--- src/rtl/fifo_pkg.sv ---
// fifo_pkg: shared sizing defaults for the FIFO controller slice
package fifo_pkg;
  localparam int DEF_ADDR_W = 4;
  localparam int DEF_DEPTH = 2 ** DEF_ADDR_W;
  localparam int DEF_AF_LEVEL = 14;
  localparam int DEF_AE_LEVEL = 2;
endpackage

--- src/rtl/fifo_ptr.sv ---
// fifo_ptr: ADDR_W-bit wrap-around pointer with reset, clear and increment
module fifo_ptr #(
  parameter int ADDR_W = 4
) (
  input  logic              clk,
  input  logic              clr,
  input  logic              clear,
  input  logic              inc,
  output logic [ADDR_W-1:0] ptr
);
  always_ff @(posedge clk)
    if (clr || clear) ptr <= '0;
    else if (inc) ptr <= ptr + 1'b1;
endmodule

--- src/rtl/fifo_ctrl.sv ---
// fifo_ctrl: occupancy-qualified pointer/flag sequencer for a DEPTH-entry FIFO array
module fifo_ctrl
  import fifo_pkg::*;
#(
  parameter int ADDR_W   = DEF_ADDR_W,
  parameter int AF_LEVEL = DEF_AF_LEVEL,
  parameter int AE_LEVEL = DEF_AE_LEVEL
) (
  input  logic              clk,
  input  logic              clr,
  input  logic              flush,
  input  logic              err_clr,
  input  logic              wr_req,
  input  logic              rd_req,
  output logic              wr_en,
  output logic [ADDR_W-1:0] wr_addr,
  output logic              rd_en,
  output logic [ADDR_W-1:0] rd_addr,
  output logic [ADDR_W:0]   count,
  output logic              full,
  output logic              empty,
  output logic              almost_full,
  output logic              almost_empty,
  output logic              ovf,
  output logic              udf
);
  localparam int CW = ADDR_W + 1;
  localparam logic [ADDR_W:0] DEPTH_C = CW'(2 ** ADDR_W);
  localparam logic [ADDR_W:0] AF_C = CW'(AF_LEVEL);
  localparam logic [ADDR_W:0] AE_C = CW'(AE_LEVEL);
  always_comb begin
    full         = count == DEPTH_C;
    empty        = count == '0;
    almost_full  = count >= AF_C;
    almost_empty = count <= AE_C;
    wr_en        = wr_req && !full && !flush && !clr;
    rd_en        = rd_req && !empty && !flush && !clr;
  end
  fifo_ptr #(.ADDR_W(ADDR_W)) u_wr_ptr (
    .clk   (clk),
    .clr   (clr),
    .clear (flush),
    .inc   (wr_en),
    .ptr   (wr_addr)
  );
  fifo_ptr #(.ADDR_W(ADDR_W)) u_rd_ptr (
    .clk   (clk),
    .clr   (clr),
    .clear (flush),
    .inc   (rd_en),
    .ptr   (rd_addr)
  );
  // simultaneous accepted read and write leave occupancy unchanged
  always_ff @(posedge clk)
    if (clr || flush) count <= '0;
    else if (wr_en != rd_en) count <= wr_en ? count + 1'b1 : count - 1'b1;
  // a new error event in the same cycle as err_clr keeps the flag set
  always_ff @(posedge clk) begin
    ovf <= clr ? 1'b0 : (wr_req && full && !flush) ? 1'b1 : err_clr ? 1'b0 : ovf;
    udf <= clr ? 1'b0 : (rd_req && empty && !flush) ? 1'b1 : err_clr ? 1'b0 : udf;
  end
  always_ff @(posedge clk)
    if (!clr) assert (count <= DEPTH_C);
endmodule

--- config.mk ---
export PLATFORM = sky130hd
export DESIGN_NAME = fifo_ctrl
export DESIGN_NICKNAME = d
export VERILOG_FILES = /design/src/rtl/fifo_pkg.sv /design/src/rtl/fifo_ptr.sv /design/src/rtl/fifo_ctrl.sv
export SDC_FILE = /design/constraint.sdc
export NUM_CORES = 1
export LEC_CHECK = 0
export ABC_AREA = 0
export CORE_ASPECT_RATIO = 0.75
export CORE_MARGIN = 1
export CORE_UTILIZATION = 35
export DETAILED_ROUTE_END_ITERATION = 6
export PLACE_DENSITY = 0.68
export RECOVER_POWER = 50
export REMOVE_ABC_BUFFERS = 1
export SLEW_MARGIN = 40
export SYNTH_ARGS = -nofsm -noshare
export SYNTH_HDL_FRONTEND = slang
export SYNTH_SLANG_ARGS = --single-unit
export TNS_END_PERCENT = 10
--- constraint.sdc ---
create_clock -name clk -period 3.8 [get_ports clk]
set_input_delay 1.14 -clock clk [delete_from_list [all_inputs] [get_ports clk]]
set_output_delay 1.14 -clock clk [all_outputs]
set_load 0.01 [all_outputs]
==> results.toml <==
[detailed_routing]
drt-pass1-iter-count = 4
vias = 736
wire_per_inst_um = 11.89
wirelength_um = 1724
drc = 0
antenna_left = 0
avgViaCountPerCell = 5.076
drt-initial-drc-count = 12

[timing]
period_minus_slack_ns = 3.695
setup_violations = 0
holdWs_ns = 0.4713
slew_violations = 0
worst_pin_slew_ns = 0.5161
relSlewSlack = 0.6523
max_freq_mhz = 270.7
fin_crit_sh = 0.9723
fin_tns_setup_ns = 0
setup_ws_ns = 0.1053
grt_setup_unrepaired = "no"
fin_worst_skew_ns = 0.002173
hold_viol_final = 0

[clocking]
cts_setup_buffers = 0
cts_tree = "built"
numCtsBuffers = 3
htreeDepth = 1
clk_path_buf_depth = 2
cts_num_sinks = 15
hold_buffers = 0
cts_resized = 0
clk_latency_ns = 0.27
path_clk_slew_ns = 0.08
root_buffer = "clkbuf_4"

[power]
power.leakage_nw = 0.4569
power.density_nw_per_um2 = 302.4
peakVddDrop_mv = 0.1451

[global_route]
grt_pass1_vias = 633
grt_max_degree = 11
antenna_found_initial = 0
grt_overflow = 0
grt.total_usage = 0.1539
grt_pass1_wl_um = 2822

[floorplanning]
die_x_um = 56.54
core_area_um2 = 2049
start_util = 0.3810
pin_count = 27
die_area_um2 = 2425
rows = 14
dieHeight_um = 42.90

[final_layout]
multi_input_area_um2 = 462.9
fin_area_um2 = 1136
num_antenna_cells = 0
drive_above_1_share = 0.1157
nets = 134
nFillCells = 218
syn_to_final_growth_pct = 45.51
regArea_um2 = 300.3

[setup_path]
r2r-start = "count[0]"
reg2reg_to = "count[4]"
endpoint_kind = "output port"
crit_buf_inv = 3
rrSetupSlack_ns = 1.12
worst_ep_required_time_ns = 2.66
path_cells = "clkdlybuf4s50_1 -> nor2_2 -> o211ai_1 -> inv_1 -> clkdlybuf4s50_1"
crit_family = "buffers and inverters"
path_class = "in2out"
critPathMaxFanout = 4
critPathArrivalTime_ns = 2.55
cp-start-kind = "input pin"
slowest_delay_ns = 0.53
reg2reg_depth = 9
crit_top_cell = "clkdlybuf4s50_1"
critPathSlowestCell = "clkdlybuf4s50_1"

[yosys]
ys_ff_latch = 15
synth_area_leader_cell = "dfxtp_1"
yosys.cell_types.count = 28
yosysMostFrequentCell = "dfxtp_1"
async_flop_share = 0
syn_area_um2 = 780.7
ys_seq_area_frac = 0.3846
syn_inst = 87
synth_top_area_frac = 0.3846
synth.avg_cell_area_um2 = 8.974
synthTopCellsByArea = "dfxtp_1, ha_1, nor2_1, xor2_1, nand2_1"
synth_edf_count = 0
synth_commonest_cells = "dfxtp_1, nor2_1, nand2_1"
synthFlopType = "dfxtp_1"
yosys_warnings = 0

[placement]
hpwl_um = 1325
dp_slack_ns = 0.04525
dpl_cell_area_um2 = 1107
globalplace.congestion = 0.7719
port_buffers = 26

[run]
maxCapViolations = 0

[run_status]
status = "complete, no violations"

[min_path]
hp-class = "reg2reg"
holdPathEnd = "ovf"
whs_path_depth = 1
min_from = "ovf"
## report_power, final
| part | switching [mW] | internal, mW | total [mW] |
|---|---|---|---|
| combinational | 0.0398 | 0.0459 | 0.0857 |
| clock | 0.0475 | 0.0406 | 0.0881 |
| sequential | 0.00731 | 0.163 | 0.170 |
## worst max-delay path by stage
stage          start     to  slack [ns]  depth (start not counted)
6_report       flush  wr_en        0.11                          5
2_1_floorplan  flush  wr_en        0.70                          3
4_1_cts          clr  wr_en        0.04                          5
5_1_grt        flush  wr_en        0.01                          5
3_3_place_gp     clr  wr_en        0.07                          5
3_5_place_dp     clr  wr_en        0.05                          5
## cell families after synthesis
| kind of cell | synth area share |
|---|---|
| adder cells (fa/ha/maj) | 0.1058 |
| flip-flops | 0.3846 |
| AO/OA/AOI/OAI | 0.1763 |
| XOR/XNOR | 0.1010 |
| buffers and inverters | 0.02563 |
| AND/OR/NAND/NOR | 0.2067 |
## per-stage QoR
step | cells | power (mW) | util
global placement | 141 | 0.2578 | 0.5403
finish | 145 | 0.3436 | 0.5543
detailed placement | 141 | 0.2586 | 0.5403
global route | 145 | 0.3687 | 0.5543
floorplan | 85 | 0.2184 | -
CTS | 145 | 0.3488 | 0.5531
## layer usage
layer	vias up	wire [um]	GRT usage
li1	376	-	-
met1	338	914	0.2214
met2	20	696	0.2165
met3	2	91	0.03354
met4	0	21	0.07317
met5	-	0	0
## cell usage in the layout, fill, tap and decap left out, types with 2 or more instances in the layout
| cell type | n |
|---|---|
| clkdlybuf4s50_1 | 26 |
| dfxtp_1 | 15 |
| nor2_1 | 12 |
| nand2_1 | 11 |
| buf_4 | 6 |
| o21ai_0 | 5 |
| xor2_1 | 5 |
| ha_1 | 5 |
| xnor2_1 | 4 |
| inv_1 | 3 |
| nand3_1 | 3 |
| a21oi_1 | 3 |
| clkbuf_4 | 3 |
| nand4_1 | 2 |
| a32o_1 | 2 |
## worst reg2reg max path, stage by stage (launching register included)
cell	delay, ns
dfxtp_1	0.39
or4_1	0.67
o211ai_1	0.29
buf_4	0.20
ha_1	0.27
a21o_1	0.19
a21oi_1	0.19
or3_1	0.15
a21oi_1	0.07
nor3b_1	0.19
## state kept, by name, summed over array words and instances, names as in the netlist
name	flops
u_wr_ptr.ptr	4
ovf	1
u_rd_ptr.ptr	4
udf	1
count	5
## final cells by class
type                       instances  share of cell area
multi-input combinational         67              0.4075
timing repair buffer              32              0.2687
sequential                        15              0.2643
tap                               24             0.02643
clock buffer                       4             0.02313
inverter                           3            0.009912
(Power assumes the default switching activity.)
